===== src/rtl/thd_sweep_controller.sv =====
// thd_sweep_controller
// Sequencer for the THD measurement chain (sine generator -> FIR -> capture sink).
// Each step runs four phases. FLUSH holds the generator and FIR in reset. SETTLE
// discards FIR transient samples. CAPTURE delivers a fixed number of samples over a
// valid/ready handshake. NEXT raises the amplitude for the following step.
// Sink backpressure freezes the sample strobe, so no sample is lost.
// Build option: define THD_SWEEP_LOOP_EN to restart the sweep automatically after
// DONE. Without it the controller parks in DONE until start.
module thd_sweep_controller #(
   parameter int unsigned           AMP_WIDTH       = 16,
   parameter int unsigned           NUM_STEPS       = 8,
   parameter logic [AMP_WIDTH-1:0]  AMP_START       = 16'd4096,
   parameter logic [AMP_WIDTH-1:0]  AMP_STEP        = 16'd4096,
   parameter int unsigned           FLUSH_CYCLES    = 4,
   parameter int unsigned           SETTLE_SAMPLES  = 64,
   parameter int unsigned           CAPTURE_SAMPLES = 1024,
   parameter int unsigned           CLK_DIV         = 1,
   localparam int unsigned          STEP_W          = (NUM_STEPS > 1) ? $clog2(NUM_STEPS) : 1
) (
   input  logic                 clk,
   input  logic                 rst,
   input  logic                 start,
   input  logic                 abort,
   output logic                 sample_en,
   output logic                 gen_rst,
   output logic [AMP_WIDTH-1:0] amplitude,
   output logic                 capture_valid,
   input  logic                 capture_ready,
   output logic [STEP_W-1:0]    step_idx,
   output logic                 busy,
   output logic                 sweep_done
);

   // One shared counter serves the flush, settle and capture phases.
   localparam int unsigned CNT_MAX_A = (FLUSH_CYCLES > SETTLE_SAMPLES) ? FLUSH_CYCLES : SETTLE_SAMPLES;
   localparam int unsigned CNT_MAX   = (CNT_MAX_A > CAPTURE_SAMPLES) ? CNT_MAX_A : CAPTURE_SAMPLES;
   localparam int unsigned CNT_W     = $clog2(CNT_MAX + 1);
   localparam int unsigned DIV_W     = (CLK_DIV > 1) ? $clog2(CLK_DIV) : 1;

   localparam logic [CNT_W-1:0]  FLUSH_LAST  = CNT_W'(FLUSH_CYCLES - 1);
   localparam logic [CNT_W-1:0]  SETTLE_LAST = CNT_W'(SETTLE_SAMPLES - 1);
   localparam logic [CNT_W-1:0]  CAP_LAST    = CNT_W'(CAPTURE_SAMPLES - 1);
   localparam logic [DIV_W-1:0]  DIV_LAST    = DIV_W'(CLK_DIV - 1);
   localparam logic [STEP_W-1:0] LAST_STEP   = STEP_W'(NUM_STEPS - 1);

   typedef enum logic [2:0] {
      S_IDLE,
      S_FLUSH,
      S_SETTLE,
      S_CAPTURE,
      S_NEXT,
      S_DONE
   } state_t;

   state_t               state, state_nx;
   logic [CNT_W-1:0]     cnt, cnt_nx;
   logic [DIV_W-1:0]     div, div_nx, div_adv;
   logic                 strobe_due;
   logic                 gen_rst_nx, sample_en_nx, capture_valid_nx, sweep_done_nx, busy_nx;
   logic [AMP_WIDTH-1:0] amplitude_nx;
   logic [STEP_W-1:0]    step_nx;

   // Amplitude increment that clamps at full scale instead of wrapping.
   function automatic logic [AMP_WIDTH-1:0] amp_sat_add(input logic [AMP_WIDTH-1:0] a,
                                                        input logic [AMP_WIDTH-1:0] b);
      logic [AMP_WIDTH:0] sum;
      sum = {1'b0, a} + {1'b0, b};
      return sum[AMP_WIDTH] ? {AMP_WIDTH{1'b1}} : sum[AMP_WIDTH-1:0];
   endfunction

   // Sample divider: a strobe is due when the divider reaches its last count.
   always_comb begin
      strobe_due = (div == DIV_LAST);
      div_adv    = strobe_due ? '0 : div + 1'b1;
   end

   // Next-state and next-output logic. Every output is registered from these values.
   always_comb begin
      state_nx         = state;
      cnt_nx           = cnt;
      div_nx           = div;
      gen_rst_nx       = gen_rst;
      sample_en_nx     = 1'b0;
      capture_valid_nx = 1'b0;
      sweep_done_nx    = 1'b0;
      amplitude_nx     = amplitude;
      step_nx          = step_idx;

      if (abort) begin
         state_nx     = S_IDLE;
         gen_rst_nx   = 1'b1;
         amplitude_nx = AMP_START;
         step_nx      = '0;
         cnt_nx       = '0;
         div_nx       = '0;
      end else begin
         unique case (state)
            S_IDLE: begin
               gen_rst_nx = 1'b1;
               if (start) begin
                  state_nx     = S_FLUSH;
                  step_nx      = '0;
                  amplitude_nx = AMP_START;
                  cnt_nx       = '0;
               end
            end
            S_FLUSH: begin
               gen_rst_nx = 1'b1;
               if (cnt == FLUSH_LAST) begin
                  state_nx   = S_SETTLE;
                  gen_rst_nx = 1'b0;
                  cnt_nx     = '0;
                  div_nx     = '0;
               end else begin
                  cnt_nx = cnt + 1'b1;
               end
            end
            S_SETTLE: begin
               gen_rst_nx   = 1'b0;
               div_nx       = div_adv;
               sample_en_nx = strobe_due;
               // Strobes are counted as they appear on sample_en.
               if (sample_en) begin
                  if (cnt == SETTLE_LAST) begin
                     state_nx         = S_CAPTURE;
                     cnt_nx           = '0;
                     capture_valid_nx = strobe_due;
                  end else begin
                     cnt_nx = cnt + 1'b1;
                  end
               end
            end
            S_CAPTURE: begin
               gen_rst_nx = 1'b0;
               if (capture_valid && !capture_ready) begin
                  // Stall: hold the strobe and freeze divider and counter.
                  sample_en_nx     = 1'b1;
                  capture_valid_nx = 1'b1;
               end else if (capture_valid && (cnt == CAP_LAST)) begin
                  cnt_nx = '0;
                  div_nx = '0;
                  if (step_idx == LAST_STEP) begin
                     state_nx      = S_DONE;
                     gen_rst_nx    = 1'b1;
                     sweep_done_nx = 1'b1;
                  end else begin
                     state_nx = S_NEXT;
                  end
               end else begin
                  if (capture_valid) begin
                     cnt_nx = cnt + 1'b1;
                  end
                  div_nx           = div_adv;
                  sample_en_nx     = strobe_due;
                  capture_valid_nx = strobe_due;
               end
            end
            S_NEXT: begin
               // New step and amplitude land together with gen_rst rising.
               state_nx     = S_FLUSH;
               gen_rst_nx   = 1'b1;
               step_nx      = step_idx + 1'b1;
               amplitude_nx = amp_sat_add(amplitude, AMP_STEP);
               cnt_nx       = '0;
            end
            S_DONE: begin
               gen_rst_nx = 1'b1;
`ifdef THD_SWEEP_LOOP_EN
               state_nx     = S_FLUSH;
               step_nx      = '0;
               amplitude_nx = AMP_START;
               cnt_nx       = '0;
`else
               if (start) begin
                  state_nx     = S_FLUSH;
                  step_nx      = '0;
                  amplitude_nx = AMP_START;
                  cnt_nx       = '0;
               end
`endif
            end
            default: begin
               state_nx   = S_IDLE;
               gen_rst_nx = 1'b1;
            end
         endcase
      end

      busy_nx = (state_nx != S_IDLE) && (state_nx != S_DONE);
   end

   // State, counters and registered outputs.
   always_ff @(posedge clk or negedge rst) begin
      if (!rst) begin
         state         <= S_IDLE;
         cnt           <= '0;
         div           <= '0;
         gen_rst       <= 1'b1;
         sample_en     <= 1'b0;
         capture_valid <= 1'b0;
         sweep_done    <= 1'b0;
         busy          <= 1'b0;
         amplitude     <= AMP_START;
         step_idx      <= '0;
      end else begin
         state         <= state_nx;
         cnt           <= cnt_nx;
         div           <= div_nx;
         gen_rst       <= gen_rst_nx;
         sample_en     <= sample_en_nx;
         capture_valid <= capture_valid_nx;
         sweep_done    <= sweep_done_nx;
         busy          <= busy_nx;
         amplitude     <= amplitude_nx;
         step_idx      <= step_nx;
      end
   end

endmodule


===== config.mk =====
export PLATFORM = sky130hd
export DESIGN_NAME = thd_sweep_controller
export DESIGN_NICKNAME = d
export VERILOG_FILES = /design/src/rtl/thd_sweep_controller.sv
export SDC_FILE = /design/constraint.sdc
export NUM_CORES = 1
export LEC_CHECK = 0
export CAP_MARGIN = 40
export CORE_ASPECT_RATIO = 2
export CORE_UTILIZATION = 25
export DETAILED_ROUTE_END_ITERATION = 7
export SETUP_SLACK_MARGIN = 0.05
export SKIP_CTS_REPAIR_TIMING = 1
export SYNTH_ARGS = -nofsm -noshare
export SYNTH_HDL_FRONTEND = slang
export SYNTH_SLANG_ARGS = --single-unit

===== constraint.sdc =====
create_clock -name clk -period 2.8 [get_ports clk]
set_input_delay 0.56 -clock clk [delete_from_list [all_inputs] [get_ports clk]]
set_output_delay 0.56 -clock clk [all_outputs]
set_load 0.02 [all_outputs]

======== After elaboration in Yosys (flattened, before gate mapping) ========
Cells that the tools add are included.
word-level totals
  register bits after elaboration ......... 39
  bits of input ports ..................... 5
  output and inout port bits .............. 24
  word-level logic and storage cells ...... 90
cells by class
  $add $sub $neg .......................... 4
  equality and inequality tests ........... 15
  multiplexer cells ....................... 47
  bitwise gates (word level) .............. 1
  reduce and logical (&&, ||, !) cells .... 13
operators with widths
  cell                    count
  $mux 11                 8
  $pmux 11 s5             1
  $mux 16                 3
  $pmux 16 s2             1
  $mux 3                  9
  $mux 1                  19
  $add 16x13->17 const B  1
  $pmux 3 s5              1
  $ne 3x3->1 const B      4
  $add 11x1->11 const B   1
  $eq 11x10->1 const B    1
  $eq 11x2->1 const B     1
  $eq 11x6->1 const B     1
  $eq 3x3->1 const B      3
  $eq 3x2->1 const B      2
  $pmux 1 s3              2
  $pmux 3 s2              1
  $reduce_bool 3->1       2
  $reduce_bool 6->1       1
  $reduce_and 5->1        1
  $ne 4x4->1 const B      1
  $pmux 1 s2              2
  $reduce_bool 4->1       1
  $add 3x1->3 const B     1
  other kinds (10)        12

======== Depth between registers and ports, before layout ========
Gate-level depths: netlist (run 1).
  depth in word-level cells ............... 8
  mapped depth ............................ 6
  depth with buffers taken out ............ 6

======== Worst setup path before layout (run 1) ========
No wires, ideal clock.
  kind .................................... flip-flop to flip-flop
  start ................................... register cnt[0]
  end ..................................... register cnt[9]
  setup time .............................. 0.126 ns
  arrival time ............................ 1.827 ns
  required time ........................... 2.674 ns
  setup slack ............................. 0.847 ns
  cell stages (with the launch flop) ...... 7
  buffers on the path ..................... 0
  cell sequence ........................... dfrtp_1 -> ha_1 -> nor2b_1 -> a41oi_1 -> o211ai_4 -> a21oi_2 -> a221o_1
on the way
  cells in the longest elaborated chain, start to end .. 6
ends and longest elaborated chain
  item                                           line      source
  from (decl)                                    56        logic [CNT_W-1:0] cnt, cnt_nx;
  from (signal assigned)                         207       cnt <= cnt_nx;
  $add 11x1->11 or $eq 11x10->1 (tied branches)  --
  $mux 11 or $logic_and 1x1->1 (tied branches)   150, 139
  $mux 11                                        139       end else if (capture_valid && (cnt == CAP_LAST)) begin
  $mux 11                                        135       if (capture_valid && !capture_ready) begin
  $pmux 11 s5                                    97        unique case (state)
  $mux 11                                        89        if (abort) begin
Parallel ways exist; a longest one is shown, timed or not. The select of a mux whose other input is x is not followed.
A chain may end at the register's enable or synchronous reset.

======== Worst setup path after layout (run 1) ========
  start ................................... register cnt[1]
  end ..................................... register cnt[2]
The elaborated chain is that of the path after synthesis.

==> flow_metrics.tcl, run 1 <==
set metrics [dict create \
    hold_depth 2 \
    pwr-share-seq_pct 50.5 \
    ant_nets 0 \
    status "finished clean" \
    final.setup.worst_slack_ns 0.516 \
    fin_util_pct 32.1 \
    critical_path_class "reg -> reg" \
    start_util_pct 26.2 \
    worstMarginPinSlew_ns 0.583 \
    grt_usage_pct 12.5 \
    hold_ws_ns 0.543 \
    synth_edf_count 0 \
    die_w_microns 61.2 \
    vias 1509 \
    htreeDepth 1 \
    routed_wirelength_microns 4280 \
    reg2reg_from "cnt[1]$_DFFE_PN0P_" \
    yosysUniqueCellTypes 52 \
    dp_hpwl_microns 3280 \
    synth_area_leaders "dfrtp_1 36%, buf_4 4.7%, a221o_1 4.6%" \
    synth_ff_type "dfrtp_1" \
    drv_slew 0 \
    dieHeight_microns 120 \
    clkSinkCount 27 \
    routabilityCongestion 0.810 \
    cts_buffers 3 \
    num_rows 42 \
    area_delta_synth_final_pct 22.5 \
    finalSetupTns_ns 0 \
    boundaryPins 29 \
    yosys_register_bits 27 \
    max_freq_mhz 438 \
    drt_iter0_drc 76 \
    peakVddDrop_uv 208 \
    critical_path_required_ns 2.94 \
    avgRoutedWirePerCell_microns 14.8 \
    crit_slowest_cell "dfrtp_1" \
    grt.overflow.total 0 \
    end_kind "flip-flop" \
    drt-pass1-iter-count 4 \
    min_period_ns 2.28 \
    core_area_sq_um 6670 \
    synth_fp_nets 191 \
    antenna_found_initial 0 \
    grt_pass1_wl_microns 6820 \
    reg2reg_to "cnt[2]$_DFFE_PN0P_" \
    drc 0 \
    final_nets 211 \
    timing_hold_violations_final 0 \
    die_area_sq_um 7360 \
    arrival_ns 2.42 \
    antenna_cells 0 \
    max_cap_violations 0 \
    holdCritStartpoint "amplitude[12]$_DFFE_PN1P_" \
    clockRootBuffer "clkbuf_16" \
    avgSynthCellArea_sq_um 9.62 \
    syn_inst 182 \
    insertion_delay_ns 0.27 \
    path_clk_slew_ns 0.07 \
    switchingPower_w 0.000181 \
    ys_seq_area_share_pct 38.7 \
    mappedNetlistArea_sq_um 1750 \
    grt_max_degree 28 \
    swShare_pct 22.9 \
    hp-class "reg -> reg" \
    worst_setup_path_start_kind "flip-flop" \
    setup_viol 0 \
    synth_top_cell_by_area "dfrtp_1" \
    worstRegToRegCells 6 \
    leakagePower_nw 0.884 \
    clockPowerShare_pct 41.9 \
    holdPathEnd "amplitude[12]$_DFFE_PN1P_" \
    post-route-period-util_pct 81.6 \
    critical_path.cell_chain "ha_1 -> nand3_2 -> o31a_1 -> o211ai_4 -> nand2_2 -> a221o_1" \
    via_per_inst 5.22 \
    async_reset_ff_share_pct 100 \
    r2r_slack_ns 0.52 \
    grt_pass1_vias 1440 \
    combPwrFrac_pct 7.7 \
    numPortBuffers 28 \
    yosys_warnings 0 \
    cts_tree "yes" \
    powerDensity_nw_per_um2 369 \
    pre_cts_ws_ns 0.349 \
    cpPeakStageDelay_ns 0.37 \
    p_int_w 0.000610 \
    slew-limit-headroom_pct 61.1 \
    synth_top_area_share_pct 35.7 \
    clk_path_buf_depth 2 \
    drive_gt1_share_pct 11.4 \
    num-fill-cells 684 \
    fin_worst_skew_ns 0.00210 \
    rsz0062_at_grt "false" \
    path_max_fanout 10 \
]
[how the worst max path moves through the flow]
stage	startpoint	end	slack, ns	cells past startpoint
2_1_floorplan	cnt[0]$_DFFE_PN0P_	cnt[9]$_DFFE_PN0P_	0.85	6
3_3_place_gp	capture_ready	cnt[4]$_DFFE_PN0P_	0.43	7
3_5_place_dp	capture_ready	cnt[4]$_DFFE_PN0P_	0.35	7
4_1_cts	cnt[1]$_DFFE_PN0P_	cnt[2]$_DFFE_PN0P_	0.51	6
5_1_grt	cnt[0]$_DFFE_PN0P_	cnt[3]$_DFFE_PN0P_	0.32	6
6_report	cnt[1]$_DFFE_PN0P_	cnt[2]$_DFFE_PN0P_	0.52	6
[cell type report]
cell class                      instances  area, sq um  area share (%)
Tap cell                               88          110            5.13
Clock buffer                            3         75.1            3.50
Timing Repair Buffer                   33          318            14.8
Clock inverter                          1         5.00           0.233
Sequential cell                        27          678            31.6
Multi-Input combinational cell        130          932            43.5
Inverter                                7         26.3            1.23
[metrics by stage]
step	std cells	instance area (sq um)	total power (W)
3_5_place_dp	285	2060	0.000468
5_1_grt	289	2140	0.000817
6_report	289	2140	0.000791
4_1_cts	289	2140	0.000803
3_3_place_gp	285	2060	0.000467
2_1_floorplan	182	1750	0.000439
[routing by layer]
metal  vias up  share of wire [%]  track usage, %
met5         -                  0               0
met4         0                3.4            7.53
met3         7                2.5            1.60
met2        38                 57            23.7
met1       741                 37            11.7
li1        723                  -               -
[flip-flops by register name, indices dropped and copies added, names as in the netlist]
name	count
state	3
step_idx	3
gen_rst	1
capture_valid	1
sample_en	1
cnt	11
busy	1
amplitude	5
sweep_done	1
[cells by family (layout without fill, tap and decap cells)]
kind of cell	Yosys count	in the layout	synth area share, %
and+or+nand+nor	70	70	24.8
DFF	27	27	38.7
muxes	2	2	1.29
buffers and inverters	25	44	8.01
adders and majority gates	4	4	2.86
AOI/OAI and AO/OA	54	54	24.3
[power groups by stage]
stage	sequential, W	combinational (W)	clock, W
floorplan	0.000405	0.0000343	0
global placement	0.000407	0.0000607	0
detailed placement	0.000407	0.0000611	0
CTS	0.000399	0.0000613	0.000343
global route	0.000400	0.0000674	0.000350
finish	0.000399	0.0000605	0.000331
[synthesized netlist by cell type, types with 2 or more instances]
master	count
a311oi_1	2
or3_1	2
nand4b_1	2
nand2_1	8
a21o_1	2
o21ai_0	6
dfstp_2	2
inv_1	7
ha_1	4
buf_4	11
a21oi_1	10
nor2_1	12
nand3_1	7
or2_2	2
a22o_1	3
nor4_4	2
clkbuf_1	3
nor4_1	2
a211oi_1	2
nor2b_1	5
dfrtp_1	25
nor3_1	5
nand2b_1	5
a41oi_1	3
buf_2	4
and2_1	7
nand4_1	2
a221o_1	8
mux2_2	2
a2111oi_0	3
and3_1	3
[worst max-delay path: cells and delay by family (launching register included)]
family                   cells  cell delay (ns)
AO/OA/AOI/OAI                3             1.04
AND/OR/NAND/NOR              2             0.39
adder cells (fa/ha/maj)      1             0.35
flip-flops                   1             0.37
[placed cells by master (no fill, tap or decap), types with 6 or more instances in the layout]
| master | count |
|---|---|
| dfrtp_1 | 25 |
| nor2_1 | 12 |
| nand2_1 | 8 |
| nand3_1 | 7 |
| inv_1 | 7 |
| a221o_1 | 8 |
| clkdlybuf4s50_1 | 28 |
| a21oi_1 | 10 |
| and2_1 | 7 |
| o21ai_0 | 6 |
(Power assumes the default switching activity.)
==> run 2, diff against run 1 <==
==> constraint.sdc (replaced) <==
create_clock -name clk -period 2.1 [get_ports clk]
set_input_delay 0.42 -clock clk [delete_from_list [all_inputs] [get_ports clk]]
set_output_delay 0.42 -clock clk [all_outputs]
set_load 0.02 [all_outputs]
==> flow_metrics.tcl, run 2 (synthesized netlist as in run 1, its figures left out) <==
set metrics [dict create \
    status "finished clean" \
    routabilityCongestion 0.862 \
    min_period_ns 2.07 \
    insertion_delay_ns 0.26 \
    drt_iter0_drc 58 \
    peakVddDrop_uv 250 \
    end_kind "flip-flop" \
    drt-pass1-iter-count 4 \
    hold_ws_ns 0.529 \
    worstMarginPinSlew_ns 0.400 \
    powerDensity_nw_per_um2 438 \
    fin_worst_skew_ns 0.00324 \
    drive_gt1_share_pct 27.9 \
    dieHeight_microns 120 \
    vias 1653 \
    grt.overflow.total 0 \
    largest_reg_flops 11 \
    clockRootBuffer "clkbuf_16" \
    critical_path_class "reg -> reg" \
    critical_path_required_ns 2.30 \
    max_freq_mhz 484 \
    mostFrequentLayoutCells "36 x buf_4, 28 x clkdlybuf4s50_1, 24 x dfrtp_1, 12 x nor2_1, 10 x a21oi_1" \
    die_w_microns 61.2 \
    via_per_inst 5.15 \
    top_register "cnt" \
    setup_viol 0 \
    die_area_sq_um 7360 \
    dp_hpwl_microns 3660 \
    grt_pass1_wl_microns 7740 \
    grt_usage_pct 14.0 \
    post-route-period-util_pct 98.5 \
    rsz0062_at_grt "true" \
    ant_nets 0 \
    arrival_ns 2.27 \
    hp-class "in -> async" \
    numPortBuffers 28 \
    top_regs "cnt: 11 flops, amplitude: 5 flops" \
    avgRoutedWirePerCell_microns 15.1 \
    fin_util_pct 36.7 \
    worst_setup_path_start_kind "flip-flop" \
    antenna_found_initial 0 \
    grt_max_degree 28 \
    start_util_pct 26.2 \
    leakagePower_nw 1.05 \
    path_max_fanout 3 \
    cts_buffers 3 \
    finalPower_w 0.00107 \
    mostFrequentLayoutCell "buf_4" \
    clk_path_buf_depth 2 \
    clkSinkCount 27 \
    htreeDepth 1 \
    drv_slew 0 \
    final_nets 243 \
    antenna_cells 0 \
    path_clk_slew_ns 0.07 \
    area_delta_synth_final_pct 39.8 \
    max_cap_violations 0 \
    cts_tree "yes" \
    routed_wirelength_microns 4840 \
    boundaryPins 29 \
    timing_hold_violations_final 0 \
    num_rows 42 \
    drc 0 \
    core_area_sq_um 6670 \
    grt_pass1_vias 1693 \
    slew-limit-headroom_pct 73.2 \
]
run 2: cell type report:
class	instances	area, sq um
fill	695	4230
multi-input combinational	131	1000
sequential	27	679
timing repair buffer	64	551
tap	88	110
clock buffer	3	75.1
inverter	7	26.3
clock inverter	1	5.00
run 2: per-layer routing:
| layer | track usage, % | wire [microns] | share of wire [%] |
|---|---|---|---|
| met5 | 0 | 0 | 0 |
| met4 | 7.39 | 161 | 3.3 |
| met3 | 2.03 | 154 | 3.2 |
| met2 | 27.2 | 2800 | 58 |
| met1 | 12.6 | 1720 | 36 |
run 2: critical path, cell delays in order, from the launching register on:
cell     delay, ns
dfrtp_1       0.41
nor4_4        0.40
buf_4         0.20
nand2_2       0.07
o211a_1       0.23
or4_4         0.52
and2_1        0.17
run 2: report_power, final:
part | total, W | switching, W | internal (W)
Clock | 0.000437 | 0.000180 | 0.000257
Sequential | 0.000530 | 0.00000576 | 0.000525
Combinational | 0.000105 | 0.0000593 | 0.0000454
run 2: metrics by stage:
stage,instance area (sq um),setup TNS (ns),std cells,setup WS (ns)
6_report,2450,0,321,0.0318
2_1_floorplan,1750,0,182,0.147
5_1_grt,2450,-0.0244,321,-0.0244
3_5_place_dp,2290,-0.852,315,-0.143
3_3_place_gp,2290,-0.503,315,-0.0939
4_1_cts,2370,-0.0224,319,-0.0224
run 2: worst paths after layout:
path | start | endpoint | slack, ns | cells after the start
min in group clk | amplitude[12]$_DFFE_PN1P_ | amplitude[12]$_DFFE_PN1P_ | 0.55 | 2
min | rst | state[2]$_DFF_PN0_ | 0.53 | 2
max in group asynchronous | rst | amplitude[12]$_DFFE_PN1P_ | 1.26 | 2
max reg2reg | cnt[7]$_DFFE_PN0P_ | gen_rst$_DFF_PN1_ | 0.03 | 6
min reg2reg | amplitude[12]$_DFFE_PN1P_ | amplitude[12]$_DFFE_PN1P_ | 0.55 | 2
max | cnt[7]$_DFFE_PN0P_ | gen_rst$_DFF_PN1_ | 0.03 | 6
==> run 3, diff against run 2 <==
--- a/config.mk
+++ b/config.mk
@@ -7,8 +7,9 @@
 export LEC_CHECK = 0
 export CAP_MARGIN = 40
 export CORE_ASPECT_RATIO = 2
-export CORE_UTILIZATION = 25
+export CORE_UTILIZATION = 48
 export DETAILED_ROUTE_END_ITERATION = 7
+export PLACE_DENSITY = 0.76
 export SETUP_SLACK_MARGIN = 0.05
 export SKIP_CTS_REPAIR_TIMING = 1
 export SYNTH_ARGS = -nofsm -noshare
==> flow_metrics.tcl, run 3 (synthesized netlist as in run 1, its figures left out) <==
set metrics [dict create \
    hp-class "in -> async" \
    critical_path_class "reg -> reg" \
    slew-limit-headroom_pct 73.9 \
    dp.cells 275 \
    critical_path_required_ns 2.31 \
    clk_path_buf_depth 2 \
    crit_slowest_cell "dfrtp_1" \
    seqCellArea_sq_um 683 \
    antenna_cells 0 \
    drv_slew 0 \
    r2r_slack_ns 0.06 \
    multi_input_area_sq_um 985 \
    path_clk_slew_ns 0.09 \
    crit_buf_inv 1 \
    grt_pass1_wl_microns 7420 \
    via_per_inst 6.01 \
    place_area_sq_um 2240 \
    core_area_sq_um 3450 \
    stdcell_count 286 \
    area_delta_synth_final_pct 36.4 \
    fin_area_sq_um 2390 \
    grt.overflow.total 0 \
    die_area_sq_um 3910 \
    ant_nets 0 \
    avgRoutedWirePerCell_microns 17.0 \
    vias 1720 \
    drt-pass1-iter-count 4 \
    grt_max_degree 28 \
    worstMarginPinSlew_ns 0.382 \
    arrival_ns 2.25 \
    powerDensity_nw_per_um2 394 \
    grt_usage_pct 25.5 \
    reg2reg_to "cnt[7]$_DFFE_PN0P_" \
    start_util_pct 50.7 \
    drive_gt1_share_pct 29.8 \
    cpPeakStageDelay_ns 0.40 \
    boundaryPins 29 \
    clockRootBuffer "clkbuf_8" \
    routabilityCongestion 0.867 \
    rsz0062_at_grt "true" \
    mostFrequentLayoutCell "buf_4" \
    worst_setup_path_start_kind "flip-flop" \
    routed_wirelength_microns 4870 \
    pre_cts_ws_ns -0.333 \
    finalPower_w 0.000941 \
    reg2reg_from "cnt[0]$_DFFE_PN0P_" \
    final.setup.worst_slack_ns 0.0562 \
    finalSetupTns_ns 0 \
    drt_iter0_drc 43 \
    post-route-period-util_pct 97.3 \
    grt_pass1_vias 1649 \
    drc 0 \
    die_w_microns 44.7 \
    dieHeight_microns 87.4 \
    num_rows 30 \
    cts_tree "yes" \
    numPortBuffers 28 \
    fin_worst_skew_ns 0.00624 \
    max_freq_mhz 489 \
    top_regs "cnt: 11 flops, amplitude: 5 flops" \
    mostFrequentLayoutCells "41 x buf_4, 28 x clkdlybuf4s50_1, 21 x dfrtp_1, 11 x nor2_1, 10 x a21oi_1" \
    path_delay_family "compound AO/OA/AOI/OAI gates" \
    largest_reg_flops 11 \
    end_kind "flip-flop" \
    num-fill-cells 291 \
    final_nets 248 \
    status "finished clean" \
    leakagePower_nw 1.04 \
    max_cap_violations 0 \
    timing_hold_violations_final 0 \
    worstRegToRegCells 7 \
    clkSinkCount 27 \
    critical_path.cell_chain "ha_1 -> and4b_1 -> a41oi_1 -> nand3_2 -> buf_4 -> a211oi_1 -> a221o_1" \
    setup_viol 0 \
    peakVddDrop_uv 288 \
    dp_hpwl_microns 3560 \
    htreeDepth 1 \
    min_period_ns 2.04 \
    cts_buffers 3 \
    antenna_found_initial 0 \
    top_register "cnt" \
    insertion_delay_ns 0.28 \
    path_max_fanout 7 \
]
-- run 3: cell types whose count changed in the layout (fill, tap and decap cells not counted), moves of 3 or more --
cell / change
buf_4: +5
dfrtp_1: -3
clkbuf_8: +3
clkbuf_16: -3
dfrtp_2: +3
-- run 3: worst register-to-register path: stages, from the launching register on --
cell and delay [ns]:
dfrtp_1 0.40, ha_1 0.25, and4b_1 0.19, a41oi_1 0.23, nand3_2 0.20, buf_4 0.20, a211oi_1 0.28, a221o_1 0.21
-- run 3: through the flow --
stage          hold WS, ns  util (%)
5_1_grt              0.540      69.1
2_1_floorplan        0.124         -
3_5_place_dp         0.540      64.8
4_1_cts              0.527      66.1
6_report             0.513      69.1
3_3_place_gp         0.517      64.6
-- run 3: layout make-up --
type | instances | area share (%)
Tap cell | 48 | 2.52
Inverter | 7 | 1.10
Timing Repair Buffer | 69 | 24.6
Sequential cell | 27 | 28.6
Multi-Input combinational cell | 131 | 41.2
Clock buffer | 4 | 1.89
-- run 3: metal layers --
layer  GRT usage, %  up-vias  share of wire [%]
met4           10.7        0                3.2
li1               -      797                  -
met2           49.6       50                 58
met3           2.90       15                3.0
met5              0        -                  0
met1           25.3      858                 35
-- run 3: power breakdown --
part           internal, W  switching, W
clock             0.000136      0.000164
sequential        0.000525    0.00000465
combinational    0.0000498     0.0000609
total             0.000711      0.000230
-- run 3: how the worst max path moves through the flow --
stage                             from                 end  slack, ns  cells past startpoint
floorplan           cnt[0]$_DFFE_PN0P_  cnt[9]$_DFFE_PN0P_       0.15                      6
global placement         capture_ready  cnt[1]$_DFFE_PN0P_      -0.47                      7
detailed placement       capture_ready  cnt[7]$_DFFE_PN0P_      -0.33                      7
CTS                 cnt[0]$_DFFE_PN0P_  cnt[9]$_DFFE_PN0P_      -0.07                      6
global route        cnt[0]$_DFFE_PN0P_  cnt[6]$_DFFE_PN0P_      -0.02                      6
finish              cnt[0]$_DFFE_PN0P_  cnt[7]$_DFFE_PN0P_       0.06                      7
